`src/rtl/cmd_sched.sv`:
```
// Command scheduler: prioritised multi-source command intake, gravity DOWN generation,
// session timer FSM and a first-word fall-through command FIFO. Define CMD_DEDUP_EN to
// drop repeated DOWN/LEFT/RIGHT commands that match the FIFO tail.
module cmd_sched #(
   parameter int unsigned NSRC      = 3,
   parameter int unsigned DEPTH     = 16,
   parameter int unsigned SEC_TICK  = 50_000_000,
   parameter int unsigned COUNT_SEC = 60,
   parameter int unsigned DOWN_TICK = 50_000_000,
   parameter int unsigned OVER_TICK = 50_000_000
) (
   input  logic              clk,
   input  logic              reset_n,
   input  logic [NSRC-1:0]   src_valid_i,
   input  logic [4*NSRC-1:0] src_cmd_i,
   input  logic [2:0]        level_i,
   input  logic              game_end_i,
   output logic [3:0]        cmd_o,
   output logic              cmd_valid_o,
   input  logic              cmd_ready_i,
   output logic              start_o,
   output logic              over_o,
   output logic [6:0]        count_down_o,
   output logic              overflow_o
);

   localparam int unsigned AW = $clog2(DEPTH);
   localparam int unsigned SW = (SEC_TICK > 1) ? $clog2(SEC_TICK) : 1;
   localparam int unsigned GW = $clog2(DOWN_TICK + 1) + 1;
   localparam int unsigned LW = (OVER_TICK > 1) ? $clog2(OVER_TICK) : 1;

   localparam logic [3:0] CmdNone  = 4'd0;
   localparam logic [3:0] CmdInit  = 4'd1;
   localparam logic [3:0] CmdDown  = 4'd2;
   localparam logic [3:0] CmdLeft  = 4'd3;
   localparam logic [3:0] CmdRight = 4'd4;
   localparam logic [3:0] CmdBar   = 4'd9;

   typedef enum logic [1:0] {StIdle, StPlay, StLock, StOver} state_e;

   state_e          state_q, state_d;
   logic [SW-1:0]   sec_cnt_q, sec_cnt_d;
   logic [GW-1:0]   grav_cnt_q, grav_cnt_d;
   logic [LW-1:0]   lock_cnt_q, lock_cnt_d;
   logic [6:0]      count_down_q, count_down_d;
   logic            start_q, start_d;
   logic            over_q, over_d;
   logic            overflow_q;
   logic [3:0]      mem_q [DEPTH];
   logic [AW-1:0]   wr_ptr_q, rd_ptr_q;
   logic [AW:0]     occ_q;

   logic            any_valid, src_hit, grav_pend, push_req, push_eff, flush;
   logic            full, pop, do_push, dup;
   logic [3:0]      src_sel, code, push_cmd;
   logic [GW-1:0]   period, grav_inc;

   assign any_valid = |src_valid_i;
   assign period    = GW'(DOWN_TICK >> level_i);
   assign grav_pend = grav_cnt_q >= period;
   assign grav_inc  = (grav_cnt_q == '1) ? grav_cnt_q : grav_cnt_q + 1'b1;

   // Descending scan so the lowest-index qualifying channel wins.
   always_comb begin
      src_hit = 1'b0;
      src_sel = CmdNone;
      code    = CmdNone;
      for (int i = NSRC - 1; i >= 0; i--) begin
         code = src_cmd_i[4*i +: 4];
         if (src_valid_i[i] && code != CmdNone && code <= CmdBar) begin
            src_hit = 1'b1;
            src_sel = code;
         end
      end
   end

   always_comb begin
      state_d      = state_q;
      sec_cnt_d    = sec_cnt_q;
      grav_cnt_d   = grav_cnt_q;
      lock_cnt_d   = lock_cnt_q;
      count_down_d = count_down_q;
      start_d      = start_q;
      over_d       = over_q;
      push_req     = 1'b0;
      push_cmd     = CmdNone;
      flush        = 1'b0;
      unique case (state_q)
         StIdle, StOver: begin
            if (any_valid) begin
               state_d      = StPlay;
               start_d      = 1'b1;
               over_d       = 1'b0;
               push_req     = 1'b1;
               push_cmd     = CmdInit;
               sec_cnt_d    = '0;
               grav_cnt_d   = '0;
               count_down_d = 7'(COUNT_SEC);
            end
         end
         StPlay: begin
            if (sec_cnt_q == SW'(SEC_TICK - 1)) begin
               sec_cnt_d = '0;
               if (count_down_q != 7'd0) count_down_d = count_down_q - 7'd1;
            end else begin
               sec_cnt_d = sec_cnt_q + 1'b1;
            end
            grav_cnt_d = grav_inc;
            if (src_hit) begin
               push_req = 1'b1;
               push_cmd = src_sel;
            end else if (grav_pend) begin
               push_req   = 1'b1;
               push_cmd   = CmdDown;
               grav_cnt_d = (grav_inc >= period) ? grav_inc - period : '0;
            end
            // Session end wins over any push; the FIFO is flushed on the same edge.
            if (game_end_i || count_down_d == 7'd0) begin
               state_d    = StLock;
               over_d     = 1'b1;
               flush      = 1'b1;
               push_req   = 1'b0;
               lock_cnt_d = '0;
            end
         end
         StLock: begin
            if (lock_cnt_q == LW'(OVER_TICK - 1)) state_d = StOver;
            else lock_cnt_d = lock_cnt_q + 1'b1;
         end
         default: state_d = StIdle;
      endcase
   end

`ifdef CMD_DEDUP_EN
   logic [AW-1:0] tail_ptr;
   assign tail_ptr = wr_ptr_q - 1'b1;
   assign dup = (occ_q >= (AW+1)'(2)) && (push_cmd == mem_q[tail_ptr]) &&
                (push_cmd == CmdDown || push_cmd == CmdLeft || push_cmd == CmdRight);
`else
   assign dup = 1'b0;
`endif

   assign push_eff    = push_req && !dup;
   assign cmd_valid_o = occ_q != '0;
   assign full        = occ_q == (AW+1)'(DEPTH);
   assign pop         = cmd_valid_o && cmd_ready_i;
   assign do_push     = push_eff && (!full || pop);

   always_ff @(posedge clk) begin
      if (!reset_n) begin
         state_q      <= StIdle;
         sec_cnt_q    <= '0;
         grav_cnt_q   <= '0;
         lock_cnt_q   <= '0;
         count_down_q <= 7'(COUNT_SEC);
         start_q      <= 1'b0;
         over_q       <= 1'b0;
         overflow_q   <= 1'b0;
      end else begin
         state_q      <= state_d;
         sec_cnt_q    <= sec_cnt_d;
         grav_cnt_q   <= grav_cnt_d;
         lock_cnt_q   <= lock_cnt_d;
         count_down_q <= count_down_d;
         start_q      <= start_d;
         over_q       <= over_d;
         if (push_eff && full && !pop) overflow_q <= 1'b1;
      end
   end

   always_ff @(posedge clk) begin
      if (!reset_n || flush) begin
         wr_ptr_q <= '0;
         rd_ptr_q <= '0;
         occ_q    <= '0;
      end else begin
         if (do_push) wr_ptr_q <= wr_ptr_q + 1'b1;
         if (pop) rd_ptr_q <= rd_ptr_q + 1'b1;
         if (do_push && !pop) occ_q <= occ_q + 1'b1;
         else if (!do_push && pop) occ_q <= occ_q - 1'b1;
      end
   end

   always_ff @(posedge clk) begin
      if (reset_n && do_push) mem_q[wr_ptr_q] <= push_cmd;
   end

   assign cmd_o        = cmd_valid_o ? mem_q[rd_ptr_q] : CmdNone;
   assign start_o      = start_q;
   assign over_o       = over_q;
   assign count_down_o = count_down_q;
   assign overflow_o   = overflow_q;

endmodule

```
`config.mk`:
```
export PLATFORM = sky130hd
export DESIGN_NAME = cmd_sched
export DESIGN_NICKNAME = d
export VERILOG_FILES = /design/src/rtl/cmd_sched.sv
export SDC_FILE = /design/constraint.sdc
export NUM_CORES = 1
export LEC_CHECK = 0
export CORE_UTILIZATION = 46
export DETAILED_ROUTE_END_ITERATION = 12
export PLACE_DENSITY = 0.75
export SYNTH_ARGS = -nofsm -noshare
export SYNTH_HDL_FRONTEND = slang
export SYNTH_SLANG_ARGS = --single-unit
```
`constraint.sdc`:
```
create_clock -name clk -period 4.5 [get_ports clk]
set_input_delay 0.675 -clock clk [delete_from_list [all_inputs] [get_ports clk]]
set_output_delay 0.675 -clock clk [all_outputs]
set_load 0.02 [all_outputs]
```
==> run summary <==
Post-Syn Nets: 1285
Iteration-0 DRC Markers: 1056
Syn_area_per_cell: 8.99 µm²
Non-filler cells, final: 1687
Core Util, Final: 58.4%
Post-route DRC: 0
Synth Area in XOR/XNOR: 8.00%
TritonCTS clock tree: yes
PortBufs: 36
Synth Instances: 1193
Largest family of logic cells by synthesized area: simple AND/OR/NAND/NOR gates
N_diodes: 0
Synth Area in Compound Gates: 15.1%
Critical path arrival: 4.66 ns
Synth top area cells: dfxtp_1 (20%), edfxtp_1 (18%), ha_1 (7.9%), nor2_1 (5.4%), nand2_1 (4.3%)
Post-Route WL: 28400 µm
Synth Flop Type: dfxtp_1
Pwr Density: 395 nW/µm²
Post-Synth Simple-Gate Area: 22.3%
Pwr Total: 5.25 mW
Synth Area in Adders: 8.31%
Pleak: 5.13 nW
CP Max Fanout: 8
# clock sinks: 172
Yosys top cell area share: 20.2%
Share of cells above drive strength 1: 19.2%
WP data required: 4.81 ns
Min-delay src: overflow_o
Met3 Use GR: 3.00%
Top post-synthesis cells by count: nor2_1 (153), nand2_1 (122), dfxtp_1 (108), a21oi_1 (77), ha_1 (68)
Bufs on Longest Clock Path: 2
Most frequent cell after synthesis: nor2_1
Num CTS Buffers: 17
FMAX: 230 MHz
Slew Limit Headroom: 42.6%
Sw Share: 35.3%
Root buffer cell: clkbuf_16
Chip Height: 155 µm
Post-route ant nets: 0
Met2 GRT Util: 40.3%
Gr busiest metal: met2
M1 GR Usage: 33.0%
Core area: 22800 µm²
Clock Latency Late Sink: 0.44 ns
Setup crit end kind: register
Outcome: completed
Die outline width: 155 µm
Hold Path Cell Cnt: 1
RSZ-0062 raised after global routing: true
Vias after detailed routing: 9696
Worst slew pin tran: 0.855 ns
Crit path launch type: input pin
Reg-to-Reg End: grav_cnt_q[26]
Post-DR wirelength/cell: 16.9 µm
Clock Skew: 0.0132 ns
Area Overhead vs Synth: 24.0%
Synth cell types: 82
Max Cap Viol: 0
Initial antenna violation count: 0
Largest net degree at the start of global routing: 25
Num ports: 37
Final Hold Slack: 0.484 ns
Setup violators final: 0
Die area: 23900 µm²
Psw: 1.86 mW
HPWL Detailed: 20800 µm
Inst Count DP: 1639
Critical R2R Launch: grav_cnt_q[0]
Comb pwr share: 35.7%
H-tree depth: 4
GPL Wtd Cong: 0.930
Final Hold Violating Endpoints: 0
WHS Endpoint: overflow_o
First-pass GRT wire length: 46400 µm
Asr flop ratio synth: 0%
Synthesized area: 10700 µm²
Total Nets Final: 1453
Minimum clock period: 4.36 ns
Initial core utilization: 47.1%
GRT overflow: 0
EDFF count, synth: 64
Peak VDD IR: 0.000247 V
Final Max Slew Viols: 0
Vias in the first global route: 9268
Internal: 3.40 mW
TritonRoute pass-1 iters: 5
#FFs+latches synth: 172
Synthesis Warnings: 0
Post-synth top area cell: dfxtp_1
Period utilization: 96.8%
Clock transition at path regs: 0.07 ns
Multiplexer share of the synthesized area: 5.19%
Clock Power Share: 29.7%
Critical path class: input pin to register
Worst Hold Class: register to register
Flop2flop setup slack: 0.18 ns
Worst reg2reg path depth: 19
GRT Total Usage: 24.4%
Routed vias/inst: 5.75
Reg power frac: 34.6%
Sequential share of the synthesized area: 38.1%
Num rows: 55
-- worst max-delay path, cell delays in order --
cell and delay, ns:
dlygate4sd2_1 0.24, buf_6 0.13, or2_4 0.24, inv_4 0.08, nand2_4 0.07, buf_4 0.13
and2_4 0.16, ha_4 0.26, nand4_1 0.09, or4_4 0.49, a31o_4 0.27, a21oi_4 0.17
a21oi_2 0.08, or2_1 0.24, inv_2 0.08, ha_4 0.14, inv_4 0.04, fa_2 0.34
a21o_1 0.17, a21oi_2 0.15, xnor2_1 0.13, nor2_1 0.07, xnor2_1 0.14, nor2_1 0.05
-- layout make-up --
class                   count  area, µm²
flip-flops and latches    172       4080
clock buffers              17        425
clock inverters            15        204
repair buffers            196       1570
well taps                 313        392
multi-input cells         940       6490
fillers                  1912       9480
inverters                  34        133
-- layout by cell type (no fill, tap or decap), types with 6 or more instances in the layout --
cell type and n:
nand2b_1 13, nor2b_1 10, a22oi_1 8, clkdlybuf4s50_1 33, o21ai_0 52, or3_1 16, o21ai_1 9, nand4_1 41
nand2_1 118, nand3_1 38, mux2i_1 7, a21oi_1 73, and3_1 14, mux4_2 20, inv_8 6, ha_1 63
xor2_1 46, nor3_1 24, a21o_1 16, nor2_1 150, inv_1 29, xnor2_1 52, a211oi_1 11, o211ai_1 13
buf_4 158, edfxtp_1 64, and2_1 10, clkbuf_16 17, dfxtp_1 108, nor4_1 10, a31oi_1 11
-- cells by family after synthesis --
kind of cell | after synthesis
XOR/XNOR | 98
AND/OR/NAND/NOR | 491
flip-flops | 172
AO/OA/AOI/OAI | 251
buffers and inverters | 81
multiplexers | 30
adder cells (fa/ha/maj) | 70
-- worst max path at each step --
stage	startpoint	slack, ns	end	cells after the start
after floorplan	level_i[0]	0.009	occ_q[4]	23
after global placement	level_i[2]	-0.51	occ_q[4]	24
after detailed placement	level_i[2]	-0.59	occ_q[4]	24
after CTS	level_i[2]	0.01	occ_q[4]	24
after global routing	grav_cnt_q[0]	-0.09	grav_cnt_q[26]	19
final	level_i[0]	0.14	occ_q[4]	24
-- per-layer routing --
metal | routed length [µm] | part of all wire (%) | vias up
met5 | 0 | 0 | -
met2 | 13400 | 47 | 334
met4 | 573 | 2.0 | 0
met3 | 1660 | 5.9 | 41
li1 | - | - | 4700
met1 | 12800 | 45 | 4621
-- through the flow --
stage / instance area (µm²) / setup TNS (ns) / worst slack (ns)
after floorplan: 10800 / 0 / 0.00900
after global placement: 12400 / -4.80 / -0.511
after detailed placement: 12400 / -8.60 / -0.594
after CTS: 13200 / 0 / 0.0128
after global routing: 13300 / -0.217 / -0.0890
final: 13300 / 0 / 0.143
-- power by group through the flow --
stage	registers, mW	logic [mW]	clock network, mW
floorplan	1.84	1.13	0
global placement	1.85	1.70	0
detailed placement	1.85	1.74	0
CTS	1.82	1.82	1.57
global route	1.83	2.04	1.64
finish	1.82	1.88	1.56
-- flip-flops by register name, summed over array words and instances, names as in the netlist, named ones only --
register      cells
sec_cnt_q        26
occ_q             5
grav_cnt_q       27
state_q           2
over_o            1
count_down_o      7
rd_ptr_q          4
mem_q            64
wr_ptr_q          4
overflow_o        1
lock_cnt_q       26
start_o           1
-- repair_timing --
| action | in CTS | in global routing |
|---|---|---|
| pin swaps | 20 | 20 |
| cloned | 0 | 0 |
| hold buffers | 0 | 0 |
| setup buffers | 10 | 6 |
| setup endpoints to repair | 2 | 23 |
| resized for setup | 16 | 21 |
Note: power is estimated with default switching activity, not from simulation.
